## src/rtl/sevenseg_pkg.sv

```systemverilog
// Shared glyph definitions for the seven-segment scan controller.
// Segment order is {g,f,e,d,c,b,a}, active-low (0 = segment lit).
package sevenseg_pkg;

    // Codes 0..9 are plain decimal digits; the upper codes are letters/symbols.
    typedef enum logic [3:0] {
        GLYPH_C    = 4'd10,
        GLYPH_DASH = 4'd11,
        GLYPH_D    = 4'd12,
        GLYPH_L    = 4'd13,
        GLYPH_E    = 4'd14,
        GLYPH_R    = 4'd15
    } glyph_code_e;

    localparam logic [6:0] GLYPH_BLANK_SEG = 7'h7F;

    function automatic logic [6:0] glyph_decode(input logic [3:0] code);
        logic [6:0] s;
        case (code)
            4'd0:       s = 7'h40;
            4'd1:       s = 7'h79;
            4'd2:       s = 7'h24;
            4'd3:       s = 7'h30;
            4'd4:       s = 7'h19;
            4'd5:       s = 7'h12;
            4'd6:       s = 7'h02;
            4'd7:       s = 7'h78;
            4'd8:       s = 7'h00;
            4'd9:       s = 7'h10;
            GLYPH_C:    s = 7'h46;
            GLYPH_DASH: s = 7'h3F;
            GLYPH_D:    s = 7'h21;
            GLYPH_L:    s = 7'h47;
            GLYPH_E:    s = 7'h06;
            GLYPH_R:    s = 7'h2F;
            default:    s = GLYPH_BLANK_SEG;
        endcase
        return s;
    endfunction

endpackage

```

## src/rtl/sevenseg_timebase.sv

```systemverilog
// Scan timebase: slot counter, digit index, frame end, blink phase and PWM
// enable. Everything advances on plain clk; no derived clocks.
module sevenseg_timebase
    import sevenseg_pkg::*;
#(
    parameter int NUM_DIGITS   = 4,
    parameter int SLOT_CYCLES  = 65536,
    parameter int BLINK_FRAMES = 64,
    localparam int IW = (NUM_DIGITS > 1) ? $clog2(NUM_DIGITS) : 1
) (
    input  logic          clk,
    input  logic          rst,
    input  logic [3:0]    brightness,
    output logic [IW-1:0] idx,
    output logic          slot_start,
    output logic          frame_end,
    output logic          blink_on,
    output logic          pwm_en
);
    localparam int CW = $clog2(SLOT_CYCLES);
    localparam int BW = (BLINK_FRAMES > 1) ? $clog2(BLINK_FRAMES) : 1;

    logic [CW-1:0] slot_cnt;
    logic [BW-1:0] blink_cnt;
    logic          slot_end;

    // SLOT_CYCLES is a power of two, so terminal count is all ones.
    assign slot_end   = &slot_cnt;
    assign frame_end  = slot_end && (idx == IW'(NUM_DIGITS - 1));
    assign slot_start = (slot_cnt == '0);
    // Top four bits of the slot counter split each slot into 16 duty steps.
    assign pwm_en     = (slot_cnt[CW-1 -: 4] <= brightness);

    // Free-running slot counter, digit index and frame-based blink phase.
    always_ff @(posedge clk or posedge rst) begin
        if (rst) begin
            slot_cnt  <= '0;
            idx       <= '0;
            blink_cnt <= '0;
            blink_on  <= 1'b1;
        end else begin
            slot_cnt <= slot_cnt + 1'b1;
            if (slot_end)
                idx <= (idx == IW'(NUM_DIGITS - 1)) ? '0 : idx + 1'b1;
            if (frame_end) begin
                if (blink_cnt == BW'(BLINK_FRAMES - 1)) begin
                    blink_cnt <= '0;
                    blink_on  <= ~blink_on;
                end else begin
                    blink_cnt <= blink_cnt + 1'b1;
                end
            end
        end
    end

endmodule

```

## src/rtl/sevenseg_scan_ctrl.sv

```systemverilog
// Multiplexed common-anode seven-segment driver with frame-synchronous
// double buffering, blank/blink masks, PWM brightness and anode dead time.
module sevenseg_scan_ctrl
    import sevenseg_pkg::*;
#(
    parameter int NUM_DIGITS   = 4,
    parameter int SLOT_CYCLES  = 65536,
    parameter int BLINK_FRAMES = 64
) (
    input  logic                    clk,
    input  logic                    rst,
    input  logic [4*NUM_DIGITS-1:0] nums,
    input  logic [NUM_DIGITS-1:0]   dp_in,
    input  logic [NUM_DIGITS-1:0]   blank_in,
    input  logic [NUM_DIGITS-1:0]   blink_in,
    input  logic                    load,
    input  logic [3:0]              brightness,
    output logic [6:0]              seg,
    output logic                    dp,
    output logic [NUM_DIGITS-1:0]   digit,
    output logic                    frame_done
);
    localparam int IW = (NUM_DIGITS > 1) ? $clog2(NUM_DIGITS) : 1;

    typedef struct packed {
        logic [4*NUM_DIGITS-1:0] nums;
        logic [NUM_DIGITS-1:0]   dp;
        logic [NUM_DIGITS-1:0]   blank;
        logic [NUM_DIGITS-1:0]   blink;
    } disp_buf_t;

    logic [IW-1:0] idx;
    logic          slot_start, frame_end, blink_on, pwm_en;
    disp_buf_t     in_buf, pend, act;
    logic          pend_valid;
    logic [3:0]    cur_code;
    logic          cur_dark;

    sevenseg_timebase #(
        .NUM_DIGITS  (NUM_DIGITS),
        .SLOT_CYCLES (SLOT_CYCLES),
        .BLINK_FRAMES(BLINK_FRAMES)
    ) u_tb (
        .clk       (clk),
        .rst       (rst),
        .brightness(brightness),
        .idx       (idx),
        .slot_start(slot_start),
        .frame_end (frame_end),
        .blink_on  (blink_on),
        .pwm_en    (pwm_en)
    );

    assign frame_done = frame_end;
    assign in_buf     = {nums, dp_in, blank_in, blink_in};

    // Pending/active double buffer; active only changes at the frame end.
    // A load on the boundary cycle goes straight to active.
    always_ff @(posedge clk or posedge rst) begin
        if (rst) begin
            pend       <= '{nums: '0, dp: '0, blank: '1, blink: '0};
            act        <= '{nums: '0, dp: '0, blank: '1, blink: '0};
            pend_valid <= 1'b0;
        end else if (frame_end) begin
            if (load)
                act <= in_buf;
            else if (pend_valid)
                act <= pend;
            pend_valid <= 1'b0;
        end else if (load) begin
            pend       <= in_buf;
            pend_valid <= 1'b1;
        end
    end

    // Current digit's code and whether it must be dark this cycle.
    always_comb begin
        cur_code = act.nums[4*idx +: 4];
        cur_dark = act.blank[idx] | (act.blink[idx] & ~blink_on) | ~pwm_en;
    end

    // Registered pin drivers; the anodes get one dead cycle at slot start.
    always_ff @(posedge clk or posedge rst) begin
        if (rst) begin
            seg   <= GLYPH_BLANK_SEG;
            dp    <= 1'b1;
            digit <= '1;
        end else if (cur_dark) begin
            seg   <= GLYPH_BLANK_SEG;
            dp    <= 1'b1;
            digit <= '1;
        end else begin
            seg   <= glyph_decode(cur_code);
            dp    <= ~act.dp[idx];
            digit <= slot_start ? '1 : ~(NUM_DIGITS'(1) << idx);
        end
    end

endmodule

```

## config.mk

```make
export PLATFORM = sky130hd
export DESIGN_NAME = sevenseg_scan_ctrl
export DESIGN_NICKNAME = d
export VERILOG_FILES = /design/src/rtl/sevenseg_pkg.sv /design/src/rtl/sevenseg_timebase.sv /design/src/rtl/sevenseg_scan_ctrl.sv
export SDC_FILE = /design/constraint.sdc
export NUM_CORES = 1
export LEC_CHECK = 0
export ABC_AREA = 1
export CAP_MARGIN = 20
export CORE_MARGIN = 8
export CORE_UTILIZATION = 57
export DETAILED_ROUTE_END_ITERATION = 10
export GPL_ROUTABILITY_DRIVEN = 0
export PLACE_DENSITY = 0.9
export SLEW_MARGIN = 20
export SYNTH_ARGS = -nofsm -noshare
export SYNTH_HDL_FRONTEND = slang
export SYNTH_SLANG_ARGS = --single-unit
```

## constraint.sdc

```tcl
create_clock -name clk -period 3.13 [get_ports clk]
set_input_delay 0.313 -clock clk [delete_from_list [all_inputs] [get_ports clk]]
set_output_delay 0.313 -clock clk [all_outputs]
set_load 0.1 [all_outputs]
```

## Yosys cells after proc, flatten, opt, wreduce, memory -nomap -nowiden

Memory sizes are Yosys's and may differ from the RTL's.
Cells that the tools add are included.

| operators by class | value |
|---|---|
| equality and inequality tests | 2 |
| bitwise operators | 8 |
| magnitude comparators | 2 |
| shift operators | 2 |
| reduce and logical (&&, ||, !) cells | 8 |
| $add $sub $neg | 3 |
| muxes and demuxes | 16 |

Operators by type and width:

| operator | count |
|---|---|
| 28-bit 2-to-1 mux | 2 |
| 16-bit by 1-bit adder with 16-bit output, second input constant | 1 |
| 16-bit logical NOT | 1 |
| 16-bit AND reduction | 1 |
| 16-bit by 5-bit indexed part select with 4-bit output | 1 |
| 4-bit 2-to-1 mux | 2 |
| 7-bit 2-to-1 mux | 1 |
| 6-bit by 1-bit adder with 6-bit output, second input constant | 1 |
| 1-bit binary-select mux with 2-bit select | 3 |
| 6-bit == test, second input constant | 1 |
| 1-bit 2-to-1 mux | 6 |
| 6-bit 2-to-1 mux | 1 |
| 2-bit AND reduction | 3 |
| 4-bit <= comparator | 1 |
| 1-bit inverter | 4 |
| 4-bit inverter | 1 |
| 2-bit nonzero test | 2 |
| 1-bit by 2-bit << shifter with 4-bit output, first input constant | 1 |
| 2-bit by 3-bit < comparator with 1-bit output, second input constant | 1 |
| 2-bit by 1-bit adder with 2-bit output, second input constant | 1 |
| 2-bit == test, second input constant | 1 |
| 2-bit 2-to-1 mux | 1 |
| 1-bit OR | 2 |
| 1-bit AND | 1 |
| 1-bit logical AND | 1 |

| storage, ports and cells | value |
|---|---|
| bits in registers | 94 |
| word-level logic and storage cells | 58 |
| output and inout bits | 13 |
| ROM bits | 112 |
| memories | 1 |

Memories:

| name | depth | bits a word | rd ports | clocked after memory_dff | write ports | line | text |
|---|---|---|---|---|---|---|---|
| (no name shown) | 16 | 7 | 1 | 0 | 0 | sevenseg_pkg.sv:19 | `case (code)` |

## Depth between registers and ports, before layout

| logic depth | value |
|---|---|
| depth after elaboration | 6 |
| mapped depth | 12 |
| gate-level depth less buffers | 11 |

## Cells and area by module

From an unflattened synthesis, not the netlist that was laid out.

| unflattened totals | value |
|---|---|
| cells, all modules | 536 |
| area total of the unflattened synthesis | 4,810.9 um2 |

By module, submodules not included:

| module | times used | cells each | area an instance (um2) |
|---|---|---|---|
| sevenseg_scan_ctrl | 1 | 377 | 3,400.8 |
| sevenseg_timebase | 1 | 159 | 1,410.1 |

## Worst setup path after synthesis

Ideal clock, no wire load.

| timing | value |
|---|---|
| kind | reg-to-output |
| start | register u_tb.slot_cnt[0] |
| end | output frame_done |
| buffers on the path | 0 |
| stages on the path, launching flop included | 8 |
| setup slack | 1,219 ps |
| arrival time | 1,598 ps |
| cell sequence | dfrtp_1 ha_1 nand2_1 nor2_4 nand2_4 inv_1 nand4_1 inv_1 |

| between the ends | value |
|---|---|
| word-level cells in the longest chain between the ends | 2 |

RTL lines:

| element | line | text |
|---|---|---|
| start: declaration | sevenseg_timebase.sv:23 | `logic [CW-1:0] slot_cnt;` |
| start signal: assignment | sevenseg_timebase.sv:42 | `slot_cnt <= slot_cnt + 1'b1;` |
| 16-bit AND reduction | sevenseg_timebase.sv:28 | `assign slot_end = &slot_cnt;` |
| 1-bit logical AND | sevenseg_timebase.sv:29 | `assign frame_end = slot_end && (idx == IW'(NUM_DIGITS - 1));` |
| end: declaration | sevenseg_scan_ctrl.sv:21 | `output logic frame_done` |

Every way passes these cells.

## Final worst setup path

| timing | value |
|---|---|
| start | register u_tb.slot_cnt[1] |
| end | register act[3] in the netlist's numbering |

| between the ends | value |
|---|---|
| word-level cells in the longest chain between the ends | 3 |

RTL lines:

| element | line | text |
|---|---|---|
| 16-bit AND reduction | sevenseg_timebase.sv:28 |  |
| 1-bit logical AND | sevenseg_timebase.sv:29 |  |
| 2-bit AND reduction (no line) | n/a |  |
| end signal: assignment | sevenseg_scan_ctrl.sv:62 | `act <= '{nums: '0, dp: '0, blank: '1, blink: '0};` |
| end signal: assignment | sevenseg_scan_ctrl.sv:66 | `act <= in_buf;` |
| end signal: assignment | sevenseg_scan_ctrl.sv:68 | `act <= pend;` |
| end: declaration | sevenseg_scan_ctrl.sv:34 | `disp_buf_t in_buf, pend, act;` |

Every way passes these cells.
A chain may end at the register's enable or synchronous reset.

==> out/results.tsv <==
metric	value	unit
reg2reg_slack	0.94	ns
max-clock-path-buffers	2	
setup_viol	0	
final_common_cell	nand2_1	
grt-ovfl-total	0	
n_fill_cell	640	
setup.worst_path.class	flop to flop	
setup_tns	0	ns
cts_setup_buffers	0	
status	finished, final reports clean	
avgSynthCellArea	8.96	um2
cts_root_buf	clkbuf_8	
hold_viol_final	0	
die_h	109	um
multi_input_area	2210	um2
fin_nets	639	
clk-insertion-delay-late	0.37	ns
rr_endpoint	act[3]	
yosys.area.top_type	dfrtp_1	
cap_violations	0	
synth_nets	597	
synthTopCellsByArea	dfrtp_1 37%, nand2_1 12%, dfstp_2 11%	
htreeDepth	3	
dp_hpwl	7000	um
grt_pass1_wl	16900	um
via_per_inst	5.38	
rr_worst_depth	9	
start_util	0.592	
clock-sinks	94	
worst_clock_skew	0.00690	ns
ant_nets	0	
crit_start	u_tb.slot_cnt[1]	
power_density	439	nW/um2
leakage	2.76	nW
rsz0062_at_grt	false	
worst_hold_path.endpoint	pend_valid	
numCtsBuffers	9	
cp-start-kind	flop	
endpoint_kind	flop	
port_buffers	47	
drcViolationCount	0	
period_share	0.701	
path_max_fanout	20	
synthToLayoutAreaGrowth	15.0	%
netlist_instances	545	
cp.arrival	2.45	ns
die_w	109	um
grt_pass1_vias	3638	
ys_types	32	
reg2reg_from	u_tb.slot_cnt[1]	
die-area	11800	um2
wl_per_cell	14.1	um
critPathRequiredTime	3.38	ns
antenna_found_initial	0	
holdPathStages	4	
place_inst	681	
slew_viol_final	0	
min_from	load	
synth-seq-cells	94	
clock.fmax	0.456	GHz
area.sequential	2380	um2
grt_max_degree	58	
totalWireLength	9850	um
drt_iter0_drc	215	
syn_area	4880	um2
hold_path.class	primary input to flop	
grtUsageTotal	0.179	
final_cells	697	
slew_headroom	0.513	
drive_gt1_frac	0.189	
dr.pass1.iters	5	
antenna_cells	0	
ys_seq_area_frac	0.487	
tritoncts	yes	
vias	3751	
pin_count	48	
post_cts_resized	0	
synth_warnings	0	
core	8260	um2
fp-row-count	33	
final_cell_mix	162 x nand2_1, 73 x dfrtp_1, 68 x nand3_1	
clk_pin_slew	0.09	ns
period_needed	2.19	ns
irDropWorstVdd	0.000233	V
netlist.area_leader.share	0.374	
tightest_slew	0.731	ns
holdBufCountCts	0	
## registers in the layout, summed over array words and instances (netlist names)
| name | count |
|---|---|
| digit | 4 |
| act | 28 |
| u_tb.blink_cnt | 6 |
| seg | 7 |
| u_tb.idx | 2 |
| u_tb.slot_cnt | 16 |
| pend | 28 |
| u_tb.blink_on | 1 |
| dp | 1 |
| pend_valid | 1 |
## metal layers
layer,global-route usage,share of wire,vias up
li1,-,-,1844
met4,0.0880,0.025,0
met1,0.227,0.43,1773
met5,0,0,-
met3,0.0339,0.059,22
met2,0.290,0.48,112
## worst max-delay path, cell delays in order (launching register included)
cell	delay (ns)
dfrtp_1	0.39
ha_1	0.19
nand2_1	0.09
nor2_4	0.14
nand2_4	0.10
nor2_8	0.16
nand3_2	0.43
buf_4	0.40
nand2_1	0.09
o21ai_1	0.07
## power breakdown
| part | leakage (nW) | switching (mW) | internal, mW |
|---|---|---|---|
| Sequential | 1.18 | 0.0170 | 1.25 |
| Combinational | 1.46 | 0.112 | 0.0826 |
| Clock | 0.122 | 0.425 | 0.574 |
## final cells by class
| class | instances | area share |
|---|---|---|
| sequential | 94 | 0.423 |
| inverter | 38 | 0.0256 |
| clock inverter | 5 | 0.0187 |
| clock buffer | 11 | 0.0270 |
| tap | 105 | 0.0234 |
| multi-input combinational | 390 | 0.393 |
| timing repair buffer | 54 | 0.0887 |
## cell families after synthesis
logic type      after synthesis  share of synthesized area
flops                        94                      0.487
simple gates                288                      0.266
compound gates               42                     0.0587
mux                          28                     0.0574
fa+ha+maj                    17                     0.0435
xor+xnor                     15                     0.0269
buf+inv                      61                     0.0610
## stage by stage
| step | utilization | setup WS [ns] | hold slack [ns] | total power, mW | cell area [um2] |
|---|---|---|---|---|---|
| global placement | 0.649 | 1.03 | 0.451 | 1.48 | 5360 |
| CTS | 0.680 | 0.936 | 0.279 | 2.48 | 5620 |
| global route | 0.680 | 0.803 | 0.318 | 2.55 | 5620 |
| floorplan | - | 0.403 | 0.425 | 1.41 | 4880 |
| detailed placement | 0.649 | 0.918 | 0.456 | 1.49 | 5360 |
| finish | 0.680 | 0.936 | 0.292 | 2.46 | 5620 |
## synthesized netlist by cell type
cell / number
nor2_2: 2
dfrtp_1: 73
ha_1: 17
nand2_4: 3
buf_4: 1
a21oi_1: 3
nand3b_1: 1
clkbuf_1: 2
inv_1: 34
nor2_1: 20
buf_1: 3
dfstp_2: 21
xnor2_1: 6
nand2_1: 162
o21ai_1: 8
inv_2: 4
o21ai_2: 20
nand4_1: 4
nand3_2: 1
or2_2: 2
xor2_1: 9
nand3_1: 68
mux2i_1: 28
nor3_1: 2
nor2_4: 1
nor2_8: 1
buf_2: 10
o22ai_1: 1
buf_6: 7
nor4_1: 2
o21ai_0: 10
nand2_2: 19
## worst max-delay path by stage
stage	slack, ns	cells past startpoint	endpoint
after floorplan	0.40	1	act[0]
final	0.94	9	act[3]
after CTS	0.94	5	frame_done
after global routing	0.80	9	act[3]
after detailed placement	0.92	11	digit[1]
after global placement	1.03	11	digit[1]
Power figures use the tool's default switching activity.
